File: src/rtl/sevseg_pkg.sv
// Shared constants for the multiplexed seven-segment counter.
// Segment codes are ordered {g,f,e,d,c,b,a}, active-high.
package sevseg_pkg;

    localparam int BCD_W = 4;

    localparam logic [6:0] SEG_0     = 7'b0111111;
    localparam logic [6:0] SEG_1     = 7'b0000110;
    localparam logic [6:0] SEG_2     = 7'b1011011;
    localparam logic [6:0] SEG_3     = 7'b1001111;
    localparam logic [6:0] SEG_4     = 7'b1100110;
    localparam logic [6:0] SEG_5     = 7'b1101101;
    localparam logic [6:0] SEG_6     = 7'b1111101;
    localparam logic [6:0] SEG_7     = 7'b0000111;
    localparam logic [6:0] SEG_8     = 7'b1111111;
    localparam logic [6:0] SEG_9     = 7'b1101111;
    localparam logic [6:0] SEG_BLANK = 7'b0000000;

endpackage

File: src/rtl/seven_segment_decoder.sv
// Combinational BCD to seven-segment decoder.
// Ports:
//   bcd  in   4  BCD digit value; 10-15 decode to blank
//   seg  out  7  segments {g,f,e,d,c,b,a}, active-high
module seven_segment_decoder
    import sevseg_pkg::*;
(
    input  logic [BCD_W-1:0] bcd,
    output logic [6:0]       seg
);

    always_comb begin
        seg = SEG_BLANK;
        case (bcd)
            4'd0: seg = SEG_0;
            4'd1: seg = SEG_1;
            4'd2: seg = SEG_2;
            4'd3: seg = SEG_3;
            4'd4: seg = SEG_4;
            4'd5: seg = SEG_5;
            4'd6: seg = SEG_6;
            4'd7: seg = SEG_7;
            4'd8: seg = SEG_8;
            4'd9: seg = SEG_9;
            default: seg = SEG_BLANK;
        endcase
    end

endmodule

File: src/rtl/seven_segment_mux_counter.sv
// Multi-digit BCD up/down counter with a time-multiplexed seven-segment
// display driver.
//
// A programmable prescaler produces a count tick; NUM_DIGITS cascaded BCD
// digits count up or down on each tick. A free-running scan divider steps a
// digit index and the registered select/segment outputs follow one cycle later.
//
// Optional build macro: SEVSEG_LEADING_ZERO_BLANK_EN blanks leading zero
// digits (digit 0 is never blanked).
//
// Ports:
//   clk            in   1             system clock
//   reset          in   1             synchronous, active-high
//   compare_in     in   CNT_W         new prescaler period
//   update_compare in   1             load compare_in; clear prescaler, digits, wrap
//   run            in   1             1 = count, 0 = hold (scan keeps running)
//   count_down     in   1             0 = up, 1 = down
//   io_oeb         out  NUM_DIGITS+7  output enables, always zero (driven)
//   led_out        out  7             segments {g,f,e,d,c,b,a}, registered
//   digit_sel      out  NUM_DIGITS    one-hot digit enable, registered
//   wrap           out  1             one-cycle pulse after a full-counter wrap
module seven_segment_mux_counter
    import sevseg_pkg::*;
#(
    parameter int CNT_W       = 24,
    parameter int NUM_DIGITS  = 4,
    parameter int SCAN_DIV    = 1024,
    parameter int DEF_COMPARE = 100
) (
    input  logic                    clk,
    input  logic                    reset,
    input  logic [CNT_W-1:0]        compare_in,
    input  logic                    update_compare,
    input  logic                    run,
    input  logic                    count_down,
    output logic [NUM_DIGITS+6:0]   io_oeb,
    output logic [6:0]              led_out,
    output logic [NUM_DIGITS-1:0]   digit_sel,
    output logic                    wrap
);

    localparam int SD_W  = (SCAN_DIV > 1) ? $clog2(SCAN_DIV) : 1;
    localparam int IDX_W = (NUM_DIGITS > 1) ? $clog2(NUM_DIGITS) : 1;

    logic [CNT_W-1:0]            compare;
    logic [CNT_W-1:0]            prescaler;
    logic [CNT_W-1:0]            eff_compare;
    logic                        tick;
    logic [NUM_DIGITS*BCD_W-1:0] digits;
    logic [NUM_DIGITS*BCD_W-1:0] digits_next;
    logic [NUM_DIGITS-1:0]       edge_bits;   // digit at 9 (up) or 0 (down)
    logic [NUM_DIGITS-1:0]       carry_in;    // digit receives carry/borrow
    logic [NUM_DIGITS-1:0]       zero_bits;
    logic [NUM_DIGITS-1:0]       blank;
    logic                        wrap_next;
    logic [SD_W-1:0]             scan_cnt;
    logic [IDX_W-1:0]            scan_idx;
    logic [6:0]                  seg_cur;

    assign io_oeb = '0;

    // A compare of zero behaves like one: tick every cycle.
    assign eff_compare = (compare == '0) ? CNT_W'(1) : compare;
    assign tick        = run && (prescaler == eff_compare - CNT_W'(1));

    // Carry into digit g is the tick ANDed with every lower digit being at
    // its edge value, so the whole cascade settles in one cycle.
    for (genvar g = 0; g < NUM_DIGITS; g++) begin : g_digit
        logic [BCD_W-1:0] d;
        assign d            = digits[g*BCD_W +: BCD_W];
        assign edge_bits[g] = count_down ? (d == 4'd0) : (d == 4'd9);
        assign zero_bits[g] = (d == 4'd0);

        if (g == 0) begin : g_first
            assign carry_in[g] = tick;
        end else begin : g_rest
            assign carry_in[g] = tick & (&edge_bits[g-1:0]);
        end

        assign digits_next[g*BCD_W +: BCD_W] =
            !carry_in[g]  ? d :
            edge_bits[g]  ? (count_down ? 4'd9 : 4'd0) :
            count_down    ? d - 4'd1 : d + 4'd1;

`ifdef SEVSEG_LEADING_ZERO_BLANK_EN
        if (g == 0) begin : g_noblank
            assign blank[g] = 1'b0;
        end else begin : g_blank
            assign blank[g] = &zero_bits[NUM_DIGITS-1:g];
        end
`else
        assign blank[g] = 1'b0;
`endif
    end

    assign wrap_next = tick & (&edge_bits);

    // Prescaler, compare register and digit cascade.
    always_ff @(posedge clk) begin
        if (reset) begin
            compare   <= CNT_W'(DEF_COMPARE);
            prescaler <= '0;
            digits    <= '0;
            wrap      <= 1'b0;
        end else if (update_compare) begin
            compare   <= compare_in;
            prescaler <= '0;
            digits    <= '0;
            wrap      <= 1'b0;
        end else begin
            wrap <= wrap_next;
            if (run) begin
                prescaler <= tick ? '0 : prescaler + CNT_W'(1);
                digits    <= digits_next;
            end
        end
    end

    seven_segment_decoder u_decoder (
        .bcd (digits[scan_idx*BCD_W +: BCD_W]),
        .seg (seg_cur)
    );

    // Scan divider and index; select and segments are registered together
    // from the same index so they can never be skewed.
    always_ff @(posedge clk) begin
        if (reset) begin
            scan_cnt  <= '0;
            scan_idx  <= '0;
            digit_sel <= NUM_DIGITS'(1);
            led_out   <= SEG_0;
        end else begin
            if (scan_cnt == SD_W'(SCAN_DIV - 1)) begin
                scan_cnt <= '0;
                scan_idx <= (scan_idx == IDX_W'(NUM_DIGITS - 1)) ? '0
                                                                 : scan_idx + IDX_W'(1);
            end else begin
                scan_cnt <= scan_cnt + SD_W'(1);
            end
            digit_sel <= NUM_DIGITS'(1) << scan_idx;
            led_out   <= blank[scan_idx] ? SEG_BLANK : seg_cur;
        end
    end

endmodule

File: config.mk
export PLATFORM = sky130hd
export DESIGN_NAME = seven_segment_mux_counter
export DESIGN_NICKNAME = d
export VERILOG_FILES = /design/src/rtl/sevseg_pkg.sv /design/src/rtl/seven_segment_decoder.sv /design/src/rtl/seven_segment_mux_counter.sv
export SDC_FILE = /design/constraint.sdc
export NUM_CORES = 1
export LEC_CHECK = 0
export BUFFER_PORTS_ARGS = -buffer_cell sky130_fd_sc_hd__buf_2
export CORE_AREA = 10 10 156 86
export CTS_CLUSTER_DIAMETER = 30
export CTS_CLUSTER_SIZE = 16
export DETAILED_ROUTE_END_ITERATION = 8
export DIE_AREA = 0 0 166 96
export PLACE_DENSITY = 0.69
export SYNTH_ARGS = -nofsm -noshare
export SYNTH_HDL_FRONTEND = slang
export SYNTH_SLANG_ARGS = --single-unit
File: constraint.sdc
create_clock -name clk -period 5.6 [get_ports clk]
set_input_delay 0.84 -clock clk [delete_from_list [all_inputs] [get_ports clk]]
set_output_delay 0.84 -clock clk [all_outputs]
set_load 0.02 [all_outputs]
==> results of run 1 <==
[placed cells by master, fill, tap and decap left out, types with 5 or more instances in the layout]
cell type	Yosys	layout
nor2_1	99	99
and2_1	5	5
nand4_1	15	15
nand3_1	29	29
a31oi_1	8	8
buf_2	3	40
clkbuf_16	0	9
a21oi_1	27	27
ha_1	19	19
a21o_1	12	12
mux2i_1	30	30
inv_1	21	21
a211o_1	7	7
xnor2_1	22	22
nor4_1	5	5
and3_1	9	9
or4_1	8	8
dfxtp_1	88	88
xor2_1	39	39
conb_1	1	11
or3_1	11	11
a211oi_1	5	5
nand2_1	36	36
nor3_1	17	17
o21ai_0	22	22
[report_power, final]
group	switching (mW)	internal, mW	total (mW)
combinational	0.0976	0.0591	0.157
sequential	0.0240	0.638	0.663
clock	0.268	0.351	0.619
[worst max-delay path, stage by stage (launching register included)]
cell and delay [ns]:
dfxtp_1 0.50, nor4_2 0.14, and4_1 0.27, a21oi_1 0.25
ha_1 0.27, or4b_2 0.65, nor4_1 0.42, nand3_1 0.18
a22oi_1 0.21, or3b_1 0.38, or4_1 0.67, or4_1 0.60
a21oi_1 0.15
[cells by family (layout without fill, tap and decap cells)]
group	count (synthesis)	count (layout)	share of synthesized area (%)
AOI/OAI and AO/OA	106	106	12.9
other	1	11	0.0703
and+or+nand+nor	270	270	26.0
muxes	34	34	7.11
xor gates and xnor gates	61	61	10.0
adders and majority gates	23	23	5.96
DFF	88	88	33.0
buffers and inverters	57	78	5.02
[area by class of cell]
type,instances,area (um^2),area share [%]
Sequential cell,88,1760,30.0
Tap cell,145,181,3.09
Timing Repair Buffer,41,208,3.53
Inverter,21,78.8,1.34
Clock inverter,7,77.6,1.32
Clock buffer,9,225,3.83
Multi-Input combinational cell,505,3340,56.9
[state kept, by name, summed over array words and instances, names as in the netlist]
signal and cells:
compare 24, digit_sel 4, digits 16, led_out 7
prescaler 24, scan_cnt 10, scan_idx 2, wrap 1
[per-stage QoR]
stage | setup WS (ns) | power [mW] | utilization [%] | cell area, um^2 | hold WS (ns)
global route | 0.703 | 1.49 | 54.9 | 5880 | 0.551
global placement | 1.17 | 0.824 | 52.0 | 5570 | 0.483
floorplan | 1.58 | 0.788 | - | 5370 | 0.453
finish | 0.849 | 1.44 | 54.9 | 5880 | 0.509
detailed placement | 1.04 | 0.827 | 52.0 | 5570 | 0.498
CTS | 1.02 | 1.44 | 54.9 | 5880 | 0.513
[routing by layer]
layer / wire length, um / vias to the layer above
met3: 2020 / 20
met4: 163 / 0
met5: 0 / -
met2: 5330 / 239
met1: 7250 / 2261
li1: - / 2308
[how the worst max path moves through the flow]
stage / from / endpoint / slack (ns) / cells after the start
after global routing: compare[12] / digits[10] / 0.70 / 12
after CTS: compare[9] / digits[10] / 1.02 / 12
after detailed placement: compare[9] / digits[10] / 1.04 / 12
after floorplan: compare[9] / prescaler[10] / 1.58 / 14
final: compare[9] / digits[10] / 0.85 / 12
after global placement: compare[5] / digits[6] / 1.17 / 12
==> flow_metrics.py, run 1 <==
metrics = {
    "die": {
        "dieWidth_um": 166,
        "die_h_um": 96,
        "std_cell_rows": 27,
        "io_pins": 52,
        "core_area_um2": 10700,
        "initial_utilization_pct": 49.8,
        "die_area_um2": 15900,
    },
    "global_route": {
        "grt.busiest_layer": "met1",
        "use_met2_pct": 23.6,
        "met3_usage_pct": 6.88,
        "grt_max_degree": 39,
        "grt-ovfl-total": 0,
        "grt_pass1_vias": 4342,
        "grt_pass1_wl_um": 23800,
        "met1_usage_pct": 27.8,
        "antenna_found_initial": 0,
        "grt_use_total_pct": 18.4,
    },
    "worst_setup_path": {
        "crit_type": "register to register",
        "path_max_fanout": 18,
        "r2r_slack_ns": 0.85,
        "r2r_start": "compare[9]",
        "critPathLaunchType": "register",
        "r2r_end": "digits[10]",
        "cp_data_required_time_ns": 5.87,
        "critical_path_arrival_ns": 5.02,
        "critPathCaptureType": "register",
        "reg2reg_depth": 12,
    },
    "placement": {
        "io_buffers": 40,
        "hpwl_um": 11300,
        "place.gp.congestion": 0.985,
        "dp.cells": 800,
    },
    "sta": {
        "hold_violations": 0,
        "period_minus_slack_ns": 4.75,
        "tightest_slew_ns": 1.28,
        "rsz0062_at_grt": "no",
        "drv_slew": 0,
        "fmax_mhz": 210,
        "finClkSkew_ns": 0.00771,
        "slew_headroom_pct": 13.9,
        "fin_crit_sh_pct": 84.8,
        "fin_tns_setup_ns": 0,
        "setup_violations": 0,
    },
    "clock_network": {
        "clkSlewWorstSetupHoldPaths_ns": 0.07,
        "cts-resized-gates": 0,
        "cts_tree": "built",
        "clock_sinks": 88,
        "cts_buffers": 9,
        "cts_buffer_depth": 2,
        "post_cts_buffers": 0,
        "cts_hold_buf": 0,
        "htree_levels": 3,
        "clk_latency_ns": 0.34,
        "cts_root_buffer": "clkbuf_16",
    },
    "final_layout": {
        "nNetsFinal": 718,
        "drive_gt1_share_pct": 11.0,
        "antenna_cells": 0,
        "n_fill_cell": 999,
        "fin_cells": 816,
        "syn2layout_area_growth_pct": 10.1,
    },
    "routing": {
        "wl_per_cell_um": 18.1,
        "ant_nets": 0,
        "drtIter0Drc": 473,
        "vias_per_cell": 5.92,
        "routed-via-count": 4828,
        "wirelength_um": 14800,
        "drc": 0,
        "first_pass_iters": 5,
    },
    "run": {
        "max_cap_violations": 0,
    },
    "logic_synthesis": {
        "synth_cell_types": 59,
        "synth-seq-cells": 88,
        "ys_seq_area_share_pct": 33.0,
        "async_reset_ff_share_pct": 0,
        "yosys-top-cells-area": "dfxtp_1 33%, nor2_1 7.0%, xor2_1 6.4%",
        "yosys.area.top_type_share_pct": 33.0,
        "synthCells": 640,
        "synth_edf_count": 0,
        "synth_area_um2": 5340,
        "yosysWarnings": 0,
        "synth_ff_type": "dfxtp_1",
        "yosysTopAreaCell": "dfxtp_1",
        "syn_avg_cell_area_um2": 8.34,
        "synth_commonest_cells": "99 x nor2_1, 88 x dfxtp_1, 39 x xor2_1",
        "yosysMostFrequentCell": "nor2_1",
    },
    "power": {
        "peakVddDrop_v": 0.000158,
        "p_per_area_nw_per_um2": 245,
        "leakagePower_nw": 2.29,
    },
    "status": {
        "outcome": "finished clean",
    },
    "hold_path": {
        "worstHoldPathCells": 1,
        "min_from": "scan_cnt[0]",
        "hp-class": "register to register",
        "holdPathEnd": "scan_cnt[0]",
    },
}
No activity file was read; power rests on OpenSTA's default activity.
==> inputs of run 2 (changes only) <==
- ABC_AREA: default -> 1
- CORE_AREA: 10 10 156 86 -> 10 10 165 90
- DIE_AREA: 0 0 166 96 -> 0 0 175 100
- clock period: 5.6 -> 4.97 ns (I/O delays scaled with it)
==> flow_metrics.py, run 2 <==
metrics = {
    "status": {
        "outcome": "finished clean",
    },
    "clock_network": {
        "cts_root_buffer": "clkbuf_16",
        "cts_hold_buf": 0,
        "htree_levels": 3,
        "post_cts_buffers": 0,
        "cts_tree": "built",
        "clkSlewWorstSetupHoldPaths_ns": 0.08,
        "clock_sinks": 88,
        "clk_latency_ns": 0.36,
        "cts_buffer_depth": 2,
        "cts_buffers": 9,
        "cts-resized-gates": 0,
    },
    "die": {
        "dieWidth_um": 175,
        "std_cell_rows": 29,
        "die_area_um2": 17500,
        "core_area_um2": 12200,
        "initial_utilization_pct": 49.4,
        "die_h_um": 100,
        "io_pins": 52,
    },
    "placement": {
        "hpwl_um": 14000,
        "place_ws_ns": 1.17,
        "io_buffers": 40,
        "dp.cells": 1129,
        "dpl_cell_area_um2": 6330,
        "place.gp.congestion": 1.03,
    },
    "sta": {
        "drv_slew": 0,
        "period_minus_slack_ns": 3.90,
        "fin_crit_sh_pct": 78.5,
        "fmax_mhz": 256,
        "rsz0062_at_grt": "no",
        "worst_slack_ns": 1.07,
        "fin_tns_setup_ns": 0,
        "hold_violations": 0,
        "finClkSkew_ns": 0.00870,
        "setup_violations": 0,
        "hold_slack_ns": 0.452,
        "slew_headroom_pct": 42.3,
        "tightest_slew_ns": 0.860,
    },
    "routing": {
        "drtIter0Drc": 724,
        "vias_per_cell": 5.26,
        "ant_nets": 0,
        "wirelength_um": 17700,
        "wl_per_cell_um": 15.4,
        "first_pass_iters": 5,
        "routed-via-count": 6023,
        "drc": 0,
    },
    "worst_setup_path": {
        "path_delay_family": "simple AND/OR/NAND/NOR gates",
        "cpMostUsedCell": "nor2_1",
        "critPathLaunchType": "register",
        "cp_data_required_time_ns": 5.27,
        "path_buf_inv": 3,
        "critPathSlowestCell": "dfxtp_1",
        "critical_path_arrival_ns": 4.20,
        "crit_chain": "nor2_4, nand2_1, nor2_1, nand3_2, buf_4, nand2_4, inv_1, ha_1, nand2_2, nor2_4, nand3_2, xor2_1, nor2_1, nand3b_2, nor3_4, nand3_2, buf_4, nor2_2, nor2_1, nor2_1",
        "path_max_fanout": 17,
        "slowest_delay_ns": 0.40,
        "r2r_slack_ns": 1.07,
        "critPathCaptureType": "register",
        "crit_type": "register to register",
    },
    "hold_path": {
        "hp-class": "register to register",
    },
    "logic_synthesis": {
        "synth_edf_count": 0,
        "synth_area_um2": 6030,
        "async_reset_ff_share_pct": 0,
        "yosysMostFrequentCell": "nand2_1",
        "ys_seq_area_share_pct": 29.2,
        "synth_cell_types": 44,
        "syn_avg_cell_area_um2": 6.44,
        "yosys-top-cells-area": "dfxtp_1 29%, nand2_1 13%, nor2_1 9.3%",
        "synth-seq-cells": 88,
        "synthCells": 935,
        "yosysTopAreaCell": "dfxtp_1",
        "yosysWarnings": 0,
        "yosys.area.top_type_share_pct": 29.2,
        "synth_ff_type": "dfxtp_1",
        "synth_commonest_cells": "202 x nand2_1, 150 x nor2_1, 131 x inv_1",
    },
    "final_layout": {
        "multiInputGateArea_um2": 3610,
        "nNetsFinal": 1022,
        "n_fill_cell": 1215,
        "final_common_cell": "nand2_1",
        "drive_gt1_share_pct": 9.74,
        "antenna_cells": 0,
        "most-common-layout-cells": "202 x nand2_1, 150 x nor2_1, 131 x inv_1",
        "fin_util_pct": 54.5,
        "stdcell_area_um2": 6640,
        "fin_cells": 1145,
        "seq_area_um2": 1760,
        "syn2layout_area_growth_pct": 10.2,
        "biggestRegsByFlops": "compare (24), prescaler (24), digits (16)",
    },
    "power": {
        "leakagePower_nw": 3.15,
        "p_total_mw": 1.67,
        "peakVddDrop_v": 0.000150,
        "p_per_area_nw_per_um2": 252,
    },
    "global_route": {
        "grt-ovfl-total": 0,
        "grt_use_total_pct": 20.0,
        "grt_max_degree": 37,
        "grt_pass1_vias": 5037,
        "grt_pass1_wl_um": 28100,
        "antenna_found_initial": 0,
    },
    "run": {
        "max_cap_violations": 0,
    },
}
==> run 2: where the power goes <==
group	internal, mW	leakage [nW]	switching (mW)	total (mW)
Combinational	0.0725	2.28	0.158	0.231
Sequential	0.721	0.716	0.0202	0.741
Clock	0.360	0.150	0.341	0.700
==> run 2: cell type report <==
class                           instances  share of cell area (%)
Multi-Input combinational cell        689                    54.4
Inverter                              138                    7.80
Tap cell                              170                    3.20
Clock buffer                            9                    3.39
Timing Repair Buffer                   44                    3.47
Clock inverter                          7                    1.22
Sequential cell                        88                    26.5
==> run 2: final timing paths <==
path,cells after the start,end,start
max reg2reg,20,digits[6],compare[8]
min,1,scan_cnt[0],scan_cnt[0]
min reg2reg,1,scan_cnt[0],scan_cnt[0]
max,20,digits[6],compare[8]
==> run 2: logic make-up (layout without fill, tap and decap cells) <==
family | Yosys count | count (layout) | synth area share, %
AOI/OAI and AO/OA | 100 | 100 | 9.01
DFF | 88 | 88 | 29.2
and+or+nand+nor | 512 | 512 | 38.5
buffers and inverters | 168 | 198 | 11.4
other | 1 | 11 | 0.0622
adders and majority gates | 23 | 23 | 5.27
xor gates and xnor gates | 43 | 43 | 6.48
==> run 2: worst reg2reg max path, cell delays in order (launching register included) <==
cell and delay (ns):
dfxtp_1 0.40, nor2_4 0.21, nand2_1 0.09, nor2_1 0.35, nand3_2 0.11, buf_4 0.21, nand2_4 0.09, inv_1 0.05
ha_1 0.23, nand2_2 0.16, nor2_4 0.09, nand3_2 0.08, xor2_1 0.19, nor2_1 0.07, nand3b_2 0.26, nor3_4 0.31
nand3_2 0.38, buf_4 0.34, nor2_2 0.09, nor2_1 0.04, nor2_1 0.10
==> run 2: per-layer routing <==
metal,vias up,part of all wire (%),GRT usage [%],routed length (um)
met3,14,12,5.96,2120
met2,296,34,22.7,5920
met5,-,0,0,0
li1,3033,-,-,-
met4,0,0.61,3.30,108
met1,2680,54,33.5,9530
